File: config.mk
export PLATFORM = sky130hd
export DESIGN_NAME = decode_writeback
export DESIGN_NICKNAME = d
export VERILOG_FILES = /design/src/rtl/y86_pkg.sv /design/src/rtl/regfile_15x64.sv /design/src/rtl/decode_writeback.sv
export SDC_FILE = /design/constraint.sdc
export NUM_CORES = 2
export LEC_CHECK = 0
export CAP_MARGIN = 20
export CELL_PAD_IN_SITES_DETAIL_PLACEMENT = 2
export CELL_PAD_IN_SITES_GLOBAL_PLACEMENT = 2
export CORE_ASPECT_RATIO = 1.2
export CORE_MARGIN = 2
export CORE_UTILIZATION = 38
export CTS_CLUSTER_DIAMETER = 200
export DETAILED_ROUTE_END_ITERATION = 6
export PLACE_DENSITY_LB_ADDON = 0.1
export SYNTH_ARGS = -nofsm -noshare
export SYNTH_HDL_FRONTEND = slang
export SYNTH_SLANG_ARGS = --single-unit
File: constraint.sdc
create_clock -name clk -period 4.5 [get_ports clk]
set_input_delay 0.9 -clock clk [delete_from_list [all_inputs] [get_ports clk]]
set_output_delay 0.9 -clock clk [all_outputs]
set_load 0.05 [all_outputs]
File: src/rtl/y86_pkg.sv
// Shared Y86-64 definitions: instruction codes, register IDs and word types.
// The fetch, execute, memory and decode/write-back stages all import this package.
package y86_pkg;

  typedef logic [3:0]  reg_id_t;
  typedef logic [63:0] word_t;

  localparam logic [3:0] I_HALT   = 4'h0;
  localparam logic [3:0] I_NOP    = 4'h1;
  localparam logic [3:0] I_RRMOVQ = 4'h2;
  localparam logic [3:0] I_IRMOVQ = 4'h3;
  localparam logic [3:0] I_RMMOVQ = 4'h4;
  localparam logic [3:0] I_MRMOVQ = 4'h5;
  localparam logic [3:0] I_OPQ    = 4'h6;
  localparam logic [3:0] I_JXX    = 4'h7;
  localparam logic [3:0] I_CALL   = 4'h8;
  localparam logic [3:0] I_RET    = 4'h9;
  localparam logic [3:0] I_PUSHQ  = 4'hA;
  localparam logic [3:0] I_POPQ   = 4'hB;

  localparam reg_id_t RNONE = 4'hF;
  localparam reg_id_t RSP   = 4'h4;

  typedef struct packed {
    reg_id_t src_a;
    reg_id_t src_b;
    reg_id_t dst_e;
    reg_id_t dst_m;
  } dec_ids_t;

  function automatic logic is_rnone(input reg_id_t id);
    return id == RNONE;
  endfunction

endpackage

File: src/rtl/regfile_15x64.sv
// Program register file: async-reset storage, two read ports plus a debug port
// (ID F reads 0), two write ports where the M port overrides the E port.
module regfile_15x64
  import y86_pkg::*;
#(
  parameter int NREG = 15
) (
  input  logic    clk,
  input  logic    rst_n,
  input  logic    we,
  input  reg_id_t src_a,
  input  reg_id_t src_b,
  input  reg_id_t dbg_idx,
  input  reg_id_t dst_e,
  input  word_t   val_e,
  input  reg_id_t dst_m,
  input  word_t   val_m,
  output word_t   rd_a,
  output word_t   rd_b,
  output word_t   dbg_val
);

  localparam reg_id_t NREG_ID = reg_id_t'(NREG);

  word_t regs [NREG];

  // IDs at or above NREG (including RNONE) have no storage behind them.
  assign rd_a    = (src_a   < NREG_ID) ? regs[src_a]   : '0;
  assign rd_b    = (src_b   < NREG_ID) ? regs[src_b]   : '0;
  assign dbg_val = (dbg_idx < NREG_ID) ? regs[dbg_idx] : '0;

  // The M write is issued last so it wins when both ports target one register.
  always_ff @(posedge clk or negedge rst_n) begin
    if (!rst_n) begin
      for (int i = 0; i < NREG; i++) regs[i] <= '0;
    end else if (we) begin
      if (dst_e < NREG_ID) regs[dst_e] <= val_e;
      if (dst_m < NREG_ID) regs[dst_m] <= val_m;
    end
  end

endmodule

File: src/rtl/decode_writeback.sv
// Y86-64 SEQ decode / write-back: combinational register-ID decode and reads,
// commit of valE/valM into the program register file on the rising edge.
module decode_writeback
  import y86_pkg::*;
#(
  parameter int      NREG   = 15,
  parameter reg_id_t RSP_ID = RSP
) (
  input  logic    clk,
  input  logic    rst_n,
  input  logic    [3:0] icode,
  input  logic    [3:0] ifun,
  input  reg_id_t rA,
  input  reg_id_t rB,
  input  logic    cnd,
  input  word_t   valE,
  input  word_t   valM,
  input  logic    wb_en,
  input  reg_id_t dbg_idx,
  output reg_id_t srcA,
  output reg_id_t srcB,
  output reg_id_t dstE,
  output reg_id_t dstM,
  output word_t   valA,
  output word_t   valB,
  output word_t   dbg_val
);

  dec_ids_t ids;

  // ifun only selects the ALU op / condition downstream; decode ignores it.
  logic unused_ifun;
  assign unused_ifun = ^ifun;

  always_comb begin
    ids = '{src_a: RNONE, src_b: RNONE, dst_e: RNONE, dst_m: RNONE};
    case (icode)
      I_RRMOVQ: begin
        ids.src_a = rA;
        ids.dst_e = cnd ? rB : RNONE;
      end
      I_IRMOVQ: ids.dst_e = rB;
      I_RMMOVQ: begin
        ids.src_a = rA;
        ids.src_b = rB;
      end
      I_MRMOVQ: begin
        ids.src_b = rB;
        ids.dst_m = rA;
      end
      I_OPQ: begin
        ids.src_a = rA;
        ids.src_b = rB;
        ids.dst_e = rB;
      end
      I_CALL: begin
        ids.src_b = RSP_ID;
        ids.dst_e = RSP_ID;
      end
      I_RET: begin
        ids.src_a = RSP_ID;
        ids.src_b = RSP_ID;
        ids.dst_e = RSP_ID;
      end
      I_PUSHQ: begin
        ids.src_a = rA;
        ids.src_b = RSP_ID;
        ids.dst_e = RSP_ID;
      end
      I_POPQ: begin
        ids.src_a = RSP_ID;
        ids.src_b = RSP_ID;
        ids.dst_e = RSP_ID;
        ids.dst_m = rA;
      end
      default: ;
    endcase
  end

  assign srcA = ids.src_a;
  assign srcB = ids.src_b;
  assign dstE = ids.dst_e;
  assign dstM = ids.dst_m;

  regfile_15x64 #(.NREG(NREG)) u_rf (
    .clk     (clk),
    .rst_n   (rst_n),
    .we      (wb_en),
    .src_a   (ids.src_a),
    .src_b   (ids.src_b),
    .dbg_idx (dbg_idx),
    .dst_e   (ids.dst_e),
    .val_e   (valE),
    .dst_m   (ids.dst_m),
    .val_m   (valM),
    .rd_a    (valA),
    .rd_b    (valB),
    .dbg_val (dbg_val)
  );

endmodule

# Word-level counts from Yosys, hierarchy flattened
# Cells that the tools add are included.
# word_totals
regBits	960
inputBits	152
out_inout_bits	208
# op_classes
n_lt_le_gt_ge	12
n_eq_ne	9
muxes	26
bitwise_logic	5
n_reduce_logical	8
# ops
operator	n
960-bit two-way mux	3
960-bit bitwise mux	2
64-bit binary-select mux with 4-bit select	3
64-bit two-way mux	11
64-bit demux with 4-bit select	2
5-bit >= comparator, second input constant	5
4-bit NOT with 5-bit output	5
4-bit less-than comparator, second input constant	5
4-bit == test, second input constant	4
4-bit case mux with 2 select lines	2
4-bit by 3-bit == test with 1-bit output, second input constant	3
4-bit case mux with 3 select lines	1
5-bit by 1-bit less-than comparator with 1-bit output, second input constant	2
4-bit by 2-bit == test with 1-bit output, second input constant	2
4-bit two-way mux	2
4-bit OR reduction	2
2-bit OR reduction	3
3-bit OR reduction	1
1-bit logical AND	2

# Longest topological paths before layout
# depth
ltp_word	13
mapped_depth	13
mapped_depth_nobuf	7

# Modules after synthesis
# Synthesis repeated with hierarchy kept, for this count alone.
# unflattened
hier_cells	6957
area_unflattened_um2	66438.7
# modules_own_cells
mod	n_inst	cells_each	area_each_um2	seq_area_each_um2
regfile_15x64	1	6915	66174.7	24023.0
decode_writeback	1	42	264.0	0.0

# Worst setup path before layout
# No wires, ideal clock.
# synth_timing
path_kind	input-to-output
start	in icode[2]
end	out valA[11]
arrival_ps	4108
required_ps	3600
setup_slack_ps	-508
cell_stages	13
path_cell_list	buf_2 > buf_4 > nand3b_1 > o41ai_1 > buf_2 > inv_2 > buf_2 > clkbuf_1 > clkbuf_1 > nand2_1 > nand3_1 > nand2_1 > nor4_1
# synth_between
elab_chain_len	8
word_cells_on_any_way	15
# synth_rtl
item	line	source
from (decl)	decode_writeback.sv:11	input logic [3:0] icode,
4-bit == test (tied with other cells)	decode_writeback.sv:37	case (icode)
4-bit OR reduction (no source line) / 2-bit OR reduction (equally long branches)	-	
4-bit case mux with 2 select lines (*)	decode_writeback.sv:37	
4-bit NOT with 5-bit output (implied by the code)	regfile_15x64.sv:28	assign rd_a = (src_a < NREG_ID) ? regs[src_a] : '0;
64-bit binary-select mux with 4-bit select	regfile_15x64.sv:28	
64-bit two-way mux (implied by the code) (2 in a row)	regfile_15x64.sv:28	
64-bit two-way mux (*)	regfile_15x64.sv:28	
to (decl)	decode_writeback.sv:24	output word_t valA,
# Mark *: on every way between the ends. The rest lies on a longest branch, timed or not. The select of a mux whose other input is x is not followed.

# Worst setup path after layout
# layout_timing
start	in rB[0]
end	out valB[4]
# layout_between
elab_chain_len	6
word_cells_on_any_way	7
# layout_rtl
item	line	source
from (decl)	decode_writeback.sv:14	input reg_id_t rB,
4-bit case mux with 2 select lines (*)	decode_writeback.sv:37	
4-bit NOT with 5-bit output (implied by the code)	regfile_15x64.sv:29	assign rd_b = (src_b < NREG_ID) ? regs[src_b] : '0;
64-bit binary-select mux with 4-bit select	regfile_15x64.sv:29	
64-bit two-way mux (implied by the code) (2 in a row)	regfile_15x64.sv:29	
64-bit two-way mux (*)	regfile_15x64.sv:29	
to (decl)	decode_writeback.sv:25	output word_t valB,
# Marks and branches as above.

==> metrics.md <==
| Metric | Value |
|---|---|
| CTS Sinks | 960 |
| Global routing usage on met3 | 16.9% |
| Die area | 0.173 sq mm |
| Final setup margin | -0.126 ns |
| Initial antenna violation count | 48 |
| Finished Cell Area | 0.0832 sq mm |
| Yosys top cell area share | 37.4% |
| Placed Area | 0.0771 sq mm |
| Net Sw Power | 15.3 mW |
| PD cells | 460 mW/mm^2 |
| Clock latency at the later pin of the worst-skew pair | 0.79 ns |
| GP Congestion | 0.956 |
| Mapped Avg Cell Area | 8.49 sq um |
| Die height | 455 microns |
| Top flop regs | u_rf.regs x960 |
| P_leak | 34.1 nW |
| Top Ports | 360 |
| GRT overflow | 0 |
| Comb power frac | 35.1% |
| H-tree levels | 3 |
| Largest Register | u_rf.regs |
| Pwr Total | 38.3 mW |
| Synth Register Bits | 960 |
| Core ar. | 0.168 sq mm |
| Worst clock skew | 0 ns |
| Failing checks | negative setup slack |
| Reg clk slew, reported paths | 0.06 ns |
| Vias in the first global route | 82,817 |
| Drt pass-1 iters | 6 |
| Post-Synthesis Net Count | 7,724 |
| CP max FO | 8 |
| Dominant cell type by area after synthesis | dfrtp_1 |
| Fmax | 216 MHz |
| Initial core utilization | 38.2% |
| Crit path DAT | 3.73 ns |
| Vias | 79,664 |
| Clk pwr share | 27.1% |
| DP HPWL | 260 mm |
| Post-synth top flop | dfrtp_1 |
| Final WL | 447 mm |
| Status | complete, but fails checks |
| Netlist area before placement | 0.0643 sq mm |
| R2R setup slack | 3.46 ns |
| Sequential share of the synthesized area | 37.4% |
| R2R depth | 2 |
| Layout cells sized above 1 | 21.2% |
| Vias per cell | 7.78 |
| Cell variety after synth | 72 |
| Placed insts | 9,941 |
| Slew headroom | 30.5% |
| Unrepaired setup endpoints after global routing | yes |
| First-pass GRT wire length | 625 mm |
| Tot GR Track Use | 50.3% |
| GRT busiest layer | met2 |
| Wirelength per Cell | 43.6 microns |
| Nets | 8,021 |
| VDD IR-drop max | 0.347 mV |
| Max-capacitance violation count | 0 |
| DRC Markers | 0 |
| Row count | 165 |
| CTS tree | built |
| Syn-to-layout area delta | 29.4% |
| Clock buffer depth | 3 |
| Critical Path Source Type | input pin |
| P_int | 22.9 mW |
| Synth area leaders | dfrtp_1 (37%), o22ai_1 (9.1%), mux4_2 (9.0%) |
| Final worst path period share | 103% |
| Final Hold Viols | 0 |
| M1 GR Usage | 62.1% |
| YS warnings | 0 |
| Final setup viols | 18 |
| Hold_ws | 0.173 ns |
| Switching portion of total power | 40.1% |
| Worst-margin pin slew | 1.04 ns |
| R2r startpoint | u_rf.regs[620] |
| Clk Tree Root Cell | clkbuf_16 |
| Port Buf Inserts | 355 |
| HP Class | in2async |
| Asr flop ratio synth | 100% |
| Routing usage on met2 | 71.9% |
| Endpoint type of the worst setup path | primary output |
| Cell with the most instances after synthesis | dfrtp_1 |
| Sequential power share | 37.8% |
| Final non-filler cell total | 10,244 |
| Crit path time final | 4.63 ns |
| Largest net degree at the start of global routing | 141 |
| Number of flops mapped to enable cells by yosys | 0 |
| Util after Layout | 49.4% |
| Total CTS buffers | 114 |
| Final Max Slew Viols | 0 |
| # fillers | 17,466 |
| Critical Path RT | 3.60 ns |
| Routed Antenna Nets | 0 |
| Max reg flops | 960 |
| Initial DRC Count | 11,857 |
| Post-CTS Hold Buffers | 0 |
| Reg-to-reg endpoint | u_rf.regs[620] |
| Die width | 379 microns |
| Setup CP Type | in2out |
| Mapped Cells | 7,572 |
| Synth top cells by count | dfrtp_1 (960), nor2_1 (949), o22ai_1 (934), nand2_1 (857), a21oi_1 (808) |
critical path, cell delays in order:
cell             delay (ns)
clkdlybuf4s50_1        0.51
buf_12                 0.15
buf_4                  0.17
inv_1                  0.09
nor3_4                 0.26
buf_6                  0.24
buf_4                  0.22
a22oi_1                0.14
o22ai_1                0.26
a2111oi_2              0.08
buf_4                  0.16
nor2_1                 0.15
buf_4                  0.16
buf_4                  0.20
cell families (layout without fill, tap and decap cells):
group,Yosys count,in the layout,share of synthesized area (%)
other cells,0,22,0
buf+inv,998,1394,6.09
simple gates,2230,2230,14.3
compound gates,2805,2805,28.3
flops,960,960,37.4
mux,579,579,14.0
power by group through the flow:
stage	sequential, mW	clock, mW	combinational, mW
floorplan	13.0	0	7.75
global placement	13.9	0	11.9
detailed placement	14.1	0	12.5
CTS	14.1	10.3	12.9
global route	14.6	10.6	14.0
finish	14.5	10.4	13.4
placed cells by master, fill, tap and decap left out, types with 14 or more instances in the layout:
master,netlist,final
a221oi_2,6,14
a22oi_1,278,278
buf_12,0,382
clkinv_2,0,26
diode_2,0,22
nor2_2,0,16
nand2_1,857,835
nand3_1,177,171
dfrtp_1,960,960
a221oi_1,57,49
a21oi_4,0,15
a211oi_1,35,23
nor3_1,79,60
clkbuf_8,0,24
buf_4,2,507
nand2_4,0,14
buf_6,2,36
nand4_1,48,48
inv_1,69,67
nor2_1,949,924
clkbuf_16,0,119
a221o_1,24,24
a2111oi_2,0,26
a2bb2oi_1,233,233
or2_2,31,30
and3_1,21,19
o32ai_1,55,54
o22ai_1,934,932
o221a_2,30,30
a21oi_1,808,796
o21ai_0,200,189
clkbuf_1,677,20
clkdlybuf4s50_1,0,133
mux4_2,256,256
a2111oi_0,74,20
a2111oi_1,1,26
mux2i_1,322,317
area by class of cell:
class                           count  area (sq um)  area share [%]
Timing Repair inverter              2          36.3          0.0436
Multi-Input combinational cell   5614         37700            45.4
Antenna cell                       22          55.1          0.0662
Sequential cell                   960         24000            28.9
Clock buffer                      160          3310            3.98
Clock inverter                     55           673           0.809
Tap cell                         2254          2820            3.39
Inverter                           74           309           0.372
Timing Repair Buffer             1103         14200            17.1
through the flow:
step                      worst slack (ns)  TNS, ns
after global placement              -0.456   -15.11
after global routing               -0.0970   -0.412
after detailed placement            -0.497   -30.47
after CTS                          -0.0368  -0.0686
final                               -0.126   -0.519
after floorplan                     0.0497        0
routing by layer:
layer,vias up,routed length [microns]
met5,-,365
met2,7109,188000
met1,41091,159000
met3,2301,61000
met4,52,38700
li1,29111,-
worst max path at each step:
| stage | end | depth (start not counted) | start |
|---|---|---|---|
| 6_report | valB[4] | 14 | rB[0] |
| 3_3_place_gp | valA[30] | 14 | icode[0] |
| 3_5_place_dp | valA[30] | 14 | icode[0] |
| 2_1_floorplan | valA[58] | 12 | icode[2] |
| 4_1_cts | valB[39] | 12 | rB[0] |
| 5_1_grt | valA[31] | 15 | icode[0] |
repair_timing:
item	in CTS	in global routing
cloned	16	3
setup buffers	46	7
setup endpoints to repair	128	104
pin swaps	27	28
resized for setup	171	109
(Power assumes the default switching activity.)
